==> config.mk <==
export PLATFORM = sky130hd
export DESIGN_NAME = intersection_scheduler
export DESIGN_NICKNAME = d
export VERILOG_FILES = /design/src/rtl/intersection_scheduler.sv
export SDC_FILE = /design/constraint.sdc
export NUM_CORES = 1
export LEC_CHECK = 0
export CORE_ASPECT_RATIO = 0.7
export CORE_UTILIZATION = 56
export DETAILED_ROUTE_END_ITERATION = 8
export GPL_TIMING_DRIVEN = 1
export HOLD_SLACK_MARGIN = 0.03
export MAX_ROUTING_LAYER = met4
export PLACE_DENSITY = 0.84
export SYNTH_ARGS = -nofsm -noshare
export SYNTH_HDL_FRONTEND = slang
export SYNTH_SLANG_ARGS = --single-unit
==> constraint.sdc <==
create_clock -name Clk -period 2.9 [get_ports Clk]
set_input_delay 0.58 -clock Clk [delete_from_list [all_inputs] [get_ports Clk]]
set_output_delay 0.58 -clock Clk [all_outputs]
set_load 0.01 [all_outputs]
==> src/rtl/intersection_scheduler.sv <==
// Four-phase traffic signal scheduler: ALLRED -> GREEN -> YELLOW with demand-driven phase selection.
// Optional emergency preemption is compiled in only when EMERGENCY_PREEMPT_EN is defined.
module intersection_scheduler #(
  parameter int MIN_GREEN = 5,
  parameter int MAX_GREEN = 15,
  parameter int YELLOW_T  = 3,
  parameter int ALLRED_T  = 1
) (
  input  logic       Clk,
  input  logic       reset,
  input  logic [3:0] req,
  input  logic       emg_req,
  input  logic [1:0] emg_dir,
  output logic [3:0] green,
  output logic [3:0] yellow,
  output logic       all_red,
  output logic       emg_active
);

  typedef enum logic [1:0] {
    ALLRED = 2'd0,
    GREEN  = 2'd1,
    YELLOW = 2'd2
  } state_t;

  state_t     state;
  logic [7:0] cnt;
  logic [3:0] pending;
  logic [1:0] ptr;
  logic [1:0] cur;

  function automatic logic [3:0] phase_mask(input logic [1:0] p);
    return 4'b0001 << p;
  endfunction

  // True once the dwell counter covers `limit` cycles in the current state.
  function automatic logic reached(input logic [7:0] c, input int limit);
    return ({1'b0, c} + 9'd1) >= 9'(limit);
  endfunction

  // Cyclic priority search starting at `start`; returns {found, phase}.
  function automatic logic [2:0] first_pending(input logic [3:0] p, input logic [1:0] start);
    logic [2:0] hit;
    logic [1:0] idx;
    hit = 3'b000;
    for (int k = 3; k >= 0; k--) begin
      idx = start + 2'(k);
      if (p[idx]) hit = {1'b1, idx};
    end
    return hit;
  endfunction

  logic       emg;
  logic [1:0] edir;

`ifdef EMERGENCY_PREEMPT_EN
  assign emg  = emg_req;
  assign edir = emg_dir;
`else
  logic unused_emg;
  assign emg        = 1'b0;
  assign edir       = 2'd0;
  assign unused_emg = ^{emg_req, emg_dir};
`endif

  logic [2:0] search;
  logic       grant_vld;
  logic [1:0] grant_ph;
  logic       others_pend;
  logic       ext_ok;
  logic       go_yellow;
  logic [7:0] cnt_inc;

  assign search      = first_pending(pending, ptr);
  assign grant_vld   = emg | search[2];
  assign grant_ph    = emg ? edir : search[1:0];
  assign others_pend = |(pending & ~phase_mask(cur));
  assign ext_ok      = ~req[cur] | reached(cnt, MAX_GREEN);
  assign cnt_inc     = (cnt == 8'hFF) ? cnt : cnt + 8'd1;

  // Preemption overrides the minimum-green rule; otherwise leave only when another phase waits.
  assign go_yellow = emg ? (cur != edir)
                         : (reached(cnt, MIN_GREEN) && others_pend && ext_ok);

  always_ff @(posedge Clk) begin
    if (reset) begin
      state      <= ALLRED;
      cnt        <= 8'd0;
      pending    <= 4'd0;
      ptr        <= 2'd0;
      cur        <= 2'd0;
      green      <= 4'd0;
      yellow     <= 4'd0;
      all_red    <= 1'b1;
      emg_active <= 1'b0;
    end else begin
      cnt     <= cnt_inc;
      pending <= pending | req;
      case (state)
        ALLRED: begin
          if (reached(cnt, ALLRED_T) && grant_vld) begin
            state      <= GREEN;
            cnt        <= 8'd0;
            cur        <= grant_ph;
            pending    <= (pending | req) & ~phase_mask(grant_ph);
            green      <= phase_mask(grant_ph);
            all_red    <= 1'b0;
            emg_active <= emg;
          end
        end
        GREEN: begin
          if (go_yellow) begin
            state      <= YELLOW;
            cnt        <= 8'd0;
            green      <= 4'd0;
            yellow     <= phase_mask(cur);
            emg_active <= 1'b0;
          end else begin
            emg_active <= emg;
          end
        end
        YELLOW: begin
          if (reached(cnt, YELLOW_T)) begin
            state   <= ALLRED;
            cnt     <= 8'd0;
            ptr     <= cur + 2'd1;
            yellow  <= 4'd0;
            all_red <= 1'b1;
          end
        end
        default: begin
          state      <= ALLRED;
          cnt        <= 8'd0;
          green      <= 4'd0;
          yellow     <= 4'd0;
          all_red    <= 1'b1;
          emg_active <= 1'b0;
        end
      endcase
    end
  end

endmodule

==> reports/qor.txt, run 1 <==
Status: completed
Switching component of the power: 291 uW
Initial antenna violation count: 0
RSZ-0062 raised after global routing: no
Worst VDD drop: 312 uV
Boundary Pins: 19
Number of buffers created by CTS: 3
Vias per cell: 6.53
Clock sinks: 27
Area of the multi-input gates: 1120 um2
First-pass GRT wire length: 6760 um
Leak pwr: 0.000708 uW
Worst Setup Start Kind: register
Worst hold path class: register to register
Clock latency at the later pin of the worst-skew pair: 0.28 ns
Detailed placement HPWL: 2930 um
Crit. End Element: register
Worst path required time: 3.10 ns
Slew Limit Fails: 0
Top cell type's share of synthesized area: 0.312
Final worst-path cycle share: 0.894
Dpl cells: 246
Root Driver: clkbuf_8
Register area: 541 um2
End of the worst register-to-register path: pending[0]
EDFF count, synth: 0
Finished Layout Cells: 250
Met3 WL: 262 um
Largest net degree at the start of global routing: 29
Max Root-Sink Buffers: 2
Combinational fraction of design power: 0.253
Layout cells sized above 1: 0.0561
DRC: 0
Post-synth top area cell: dfxtp_1
CP Class: register to register
Hold wc startpoint: green[1]
R2r setup slk: 0.31 ns
Post-CTS setup buffers: 0
Drt pass-1 iters: 4
Fin worst setup slack: 0.309 ns
Initial Utilization: 0.604
Ranking of synthesized cells by area: dfxtp_1, ha_1, nor2_1
Most used flip-flop cell after synthesis: dfxtp_1
Pre-CTS WS: 0.420 ns
CP peak stage delay: 0.49 ns
Arrival @ worst endpoint: 2.79 ns
Fmax: 386 MHz
FILL cells: 228
Vias: 1,632
Die Area: 3320 um2
Setup-failing EPs final: 0
Cell Chain, Critical Path: inv_1 > ha_1 > nor3b_1 > nand2_1 > o31ai_4 > nor2_2 > a211oi_1
Register bit total from synthesis: 27
Routed len/inst: 16.5 um
Total negative setup slack: 0 ns
Sw Share: 0.331
Core area: 2860 um2
Die W: 68.4 um
Post-synthesis async set-or-reset flop share: 0
Register share of total power: 0.495
Syn_area_per_cell: 8.57 um2
Clock power frac: 0.252
Seq/Total Area, Yosys: 0.312
Crit path max fanout: 10
Maxcap violations: 0
Cell Int Power: 587 uW
Max-slew headroom: 0.561
Final min period: 2.59 ns
Slowest CP cell: dfxtp_1
Nets: 231
Reg2reg path depth: 7
Drt total wl: 4120 um
Post-CTS Resized: 0
Worst Hold Path EP: green[1]
Hold Crit Depth: 2
Distinct cells, synth: 51
Endpoints failing hold: 0
DR top layer: met4
Cell area after layout: 1930 um2
Area after DPL: 1880 um2
Die height: 48.5 um
Antenna cells: 0
Clock Pin Slew Worst Setup and Hold Paths: 0.09 ns
Worst Skew: 0.00536 ns
Routed Antenna Nets: 0
DRT iter0 DRCs: 180
GRT Resource Usage Total: 0.278
Area Growth Syn to Fin: 11.4%
Routability cong.: 0.874
Yosys warning count: 0
Vias in the first global route: 1,436
Htree depth: 1
Worst Tran Pin Value: 0.658 ns
# rows: 16
Mapped Nets: 218
Reg2reg start: cnt[0]
CTS tree: built
Post-Route M1 WL: 2030 um
Syn Inst Count: 202
Power Density: 455 nW/um2
PortBufs: 14
Total congestion overflow: 0
Synth Cell Area: 1730 um2
Met2 wire length: 1780 um
Hold buffer count at CTS: 0
## kinds of logic after synthesis
kind of cell,share of synthesized area
AND/OR/NAND/NOR,0.257
AO/OA/AOI/OAI,0.252
flip-flops,0.312
buffers and inverters,0.0412
multiplexers,0.0535
adder cells (fa/ha/maj),0.0506
XOR/XNOR,0.0304
other,0.00217
## layout make-up
cell class	count	area share
flip-flops and latches	27	0.280
inverters	8	0.0156
clock inverters	1	0.00260
clock buffers	3	0.0214
multi-input cells	160	0.580
repair buffers	15	0.0766
well taps	36	0.0234
## layout by cell type, fill, tap and decap left out, types with 4 or more instances in the layout
| master | count |
|---|---|
| nand2_1 | 9 |
| inv_1 | 7 |
| and3_1 | 8 |
| ha_1 | 7 |
| nor2b_1 | 6 |
| a21oi_1 | 6 |
| or4b_1 | 4 |
| nor2_1 | 20 |
| dfxtp_1 | 27 |
| nand3b_1 | 4 |
| o2111ai_1 | 6 |
| a211oi_1 | 4 |
| nand2b_1 | 7 |
| o21ai_0 | 6 |
| clkdlybuf4s50_1 | 14 |
| a31oi_1 | 10 |
| mux2i_1 | 7 |
| nor3_1 | 4 |
| nand3_1 | 9 |
## synthesized netlist by cell type, drive strengths merged, types with 2 or more instances
master / n
clkbuf: 4
nand2: 9
a31oi: 10
ha: 7
or3: 3
buf: 3
xor2: 3
dfxtp: 27
o211ai: 4
o2111ai: 6
o2bb2ai: 3
nor2b: 6
nor3: 5
nand3b: 4
or4b: 4
mux2i: 7
o21ai: 9
nor4: 2
o31ai: 2
and3: 8
nor2: 21
nand2b: 7
inv: 7
a21oi: 6
nand3: 9
o32ai: 2
a211oi: 4
a21boi: 2
xnor2: 3
## critical path, delay by kind of cell (launching register included)
kind,cells,cell delay (ns)
flip-flops,1,0.49
buffers and inverters,1,0.15
adder cells (fa/ha/maj),1,0.35
AO/OA/AOI/OAI,2,0.72
AND/OR/NAND/NOR,3,0.80
## state kept, by name, summed over array words and instances (netlist names)
signal and cells:
cnt 8, green 4, pending 4, yellow 4
cur 2, ptr 2, state 2, all_red 1
## stage by stage
| stage | total power [uW] | utilization | hold WS (ns) |
|---|---|---|---|
| after CTS | 877 | 0.674 | 0.512 |
| after global routing | 921 | 0.674 | 0.544 |
| after global placement | 646 | 0.657 | 0.467 |
| after floorplan | 590 | - | 0.484 |
| final | 878 | 0.674 | 0.503 |
| after detailed placement | 657 | 0.657 | 0.490 |
## metal layers
layer | up-vias | GRT usage
li1 | 786 | -
met1 | 781 | 0.403
met2 | 59 | 0.389
met3 | 6 | 0.0590
met4 | 0 | 0.0729
met5 | - | -
## power groups by stage
stage / Sequential, uW / Combinational, uW / Clock [uW]
global placement: 438 / 208 / 0
CTS: 433 / 219 / 224
finish: 435 / 222 / 221
global route: 439 / 241 / 241
floorplan: 433 / 157 / 0
detailed placement: 441 / 216 / 0
## worst max-delay path by stage
stage | from | endpoint
2_1_floorplan | cnt[0] | pending[0]
3_3_place_gp | req[3] | green[2]
3_5_place_dp | cnt[0] | pending[0]
4_1_cts | cnt[0] | pending[0]
5_1_grt | cnt[0] | pending[0]
6_report | cnt[0] | pending[0]
No activity file was read; power rests on OpenSTA's default activity.
==> inputs of run 2 (changes only) <==
--- a/config.mk
+++ b/config.mk
@@ -6,12 +6,12 @@
 export NUM_CORES = 1
 export LEC_CHECK = 0
 export CORE_ASPECT_RATIO = 0.7
-export CORE_UTILIZATION = 56
+export CORE_UTILIZATION = 60
 export DETAILED_ROUTE_END_ITERATION = 8
 export GPL_TIMING_DRIVEN = 1
 export HOLD_SLACK_MARGIN = 0.03
 export MAX_ROUTING_LAYER = met4
-export PLACE_DENSITY = 0.84
+export PLACE_DENSITY = 0.89
 export SYNTH_ARGS = -nofsm -noshare
 export SYNTH_HDL_FRONTEND = slang
 export SYNTH_SLANG_ARGS = --single-unit
==> constraint.sdc (replaced) <==
create_clock -name Clk -period 3 [get_ports Clk]
set_input_delay 0.6 -clock Clk [delete_from_list [all_inputs] [get_ports Clk]]
set_output_delay 0.6 -clock Clk [all_outputs]
set_load 0.01 [all_outputs]
==> run 2 against run 1 <==
  * Combinational power shrank 2%
  * Non-clock buffer count is the same
  * Via count grew 1.7%
  * Wire length grew 4.7%
  * Final area shrank 0.19%
  * Worst hold slack gained 0.0061 ns
  * Final cell count shrank 0.80%
  * Clock power shrank 4%
  * Sequential share of layout area grew 0.055 points
  * Register-to-register slack gained 0.11 ns
  * Flip-flop and latch count is the same
  * Largest cell class unchanged
  * Largest power group unchanged
==> reports/qor.txt, run 2 (same netlist as run 1, synthesis figures left out) <==
Status: completed
Crit path max fanout: 9
Post-CTS Resized: 0
Finished Layout Cells: 248
Leak pwr: 0.000705 uW
Hold Crit Depth: 2
# rows: 15
Nets: 231
FILL cells: 182
Endpoints failing hold: 0
CP Class: register to register
Worst Tran Pin Value: 0.708 ns
First-pass GRT wire length: 7160 um
Routed Antenna Nets: 0
Htree depth: 1
Fmax: 387 MHz
Total congestion overflow: 0
Routed len/inst: 17.4 um
Vias in the first global route: 1,525
GRT Resource Usage Total: 0.322
Setup-failing EPs final: 0
CTS tree: built
Commonest non-fill, non-tap cell in the layout: dfxtp_1
Slew Limit Fails: 0
Max-slew headroom: 0.528
Maxcap violations: 0
Largest register by flop count: cnt
Hold slack: 0.509 ns
R2r setup slk: 0.42 ns
Core area: 2590 um2
Clock latency at the later pin of the worst-skew pair: 0.28 ns
Die W: 66.2 um
Worst VDD drop: 380 uV
Number of buffers created by CTS: 3
Area Growth Syn to Fin: 11.2%
Arrival @ worst endpoint: 2.78 ns
End of the worst register-to-register path: cnt[0]
Vias: 1,659
Worst path required time: 3.20 ns
Routability cong.: 0.931
Vias per cell: 6.69
Layout cells sized above 1: 0.0514
RSZ-0062 raised after global routing: no
Drt pass-1 iters: 6
Boundary Pins: 19
Drt total wl: 4310 um
DRT iter0 DRCs: 184
Reg2reg path depth: 7
Crit. End Element: register
Max Root-Sink Buffers: 2
Most frequent cells in the layout: dfxtp_1, nor2_1, clkdlybuf4s50_1, a31oi_1
Worst hold path class: register to register
Power Density: 442 nW/um2
Worst Skew: 0.00863 ns
Initial antenna violation count: 0
Post-CTS setup buffers: 0
PortBufs: 14
Die height: 46.9 um
Pwr Total: 851 uW
Reg2reg start: cnt[0]
Fin worst setup slack: 0.418 ns
Hold buffer count at CTS: 0
Hold wc startpoint: all_red
Total negative setup slack: 0 ns
Worst Hold Path EP: all_red
Final worst-path cycle share: 0.861
Pre-CTS WS: 0.505 ns
Root Driver: clkbuf_8
Antenna cells: 0
Detailed placement HPWL: 3180 um
Final min period: 2.58 ns
Die Area: 3110 um2
Largest net degree at the start of global routing: 29
Clock Pin Slew Worst Setup and Hold Paths: 0.09 ns
Dpl cells: 244
Worst Setup Start Kind: register
Clock sinks: 27
Initial Utilization: 0.668
DRC: 0
Max FFs per register: 8
run 2: cell count changes in the layout (fill, tap and decap cells not counted):
cell / change
clkinv_2: -1
clkbuf_1: +1
run 2: worst max-delay path, stage by stage (launching register included):
cell	delay [ns]
dfxtp_1	0.51
inv_1	0.14
ha_1	0.35
nor3b_1	0.44
nor2_1	0.12
o21ai_1	0.42
o211ai_2	0.27
a31oi_1	0.25
run 2: how the worst max path moves through the flow:
| stage | slack, ns | depth (start not counted) | startpoint | to |
|---|---|---|---|---|
| 2_1_floorplan | 0.90 | 7 | cnt[0] | pending[0] |
| 3_3_place_gp | 0.58 | 5 | req[3] | green[2] |
| 3_5_place_dp | 0.51 | 7 | cnt[0] | pending[2] |
| 4_1_cts | 0.47 | 7 | cnt[0] | pending[2] |
| 5_1_grt | 0.27 | 7 | cnt[0] | cnt[4] |
| 6_report | 0.42 | 7 | cnt[0] | cnt[0] |
run 2: routing by layer:
metal | GRT usage | share of wire | up-vias
li1 | - | - | 786
met1 | 0.417 | 0.46 | 768
met2 | 0.502 | 0.43 | 92
met3 | 0.0777 | 0.085 | 13
met4 | 0.0979 | 0.019 | 0
met5 | - | 0 | -
run 2: area by class of cell:
cell class                 instances  area (um2)  share of cell area
clock buffer                       4        45.0              0.0234
inverter                           8        30.0              0.0156
multi-input combinational        160        1120               0.581
sequential                        27         541               0.281
tap                               34        42.5              0.0221
timing repair buffer              15         148              0.0767
run 2: report_power, final:
group | leakage (uW) | switching (uW) | internal, uW
clock network | 0.0000228 | 116 | 95.4
logic | 0.000462 | 126 | 91.3
registers | 0.000220 | 39.0 | 383
run 2: stage by stage:
stage	cell area, um2	util
after floorplan	1730	-
after global placement	1880	0.726
after detailed placement	1880	0.726
after CTS	1920	0.743
after global routing	1920	0.743
final	1920	0.743
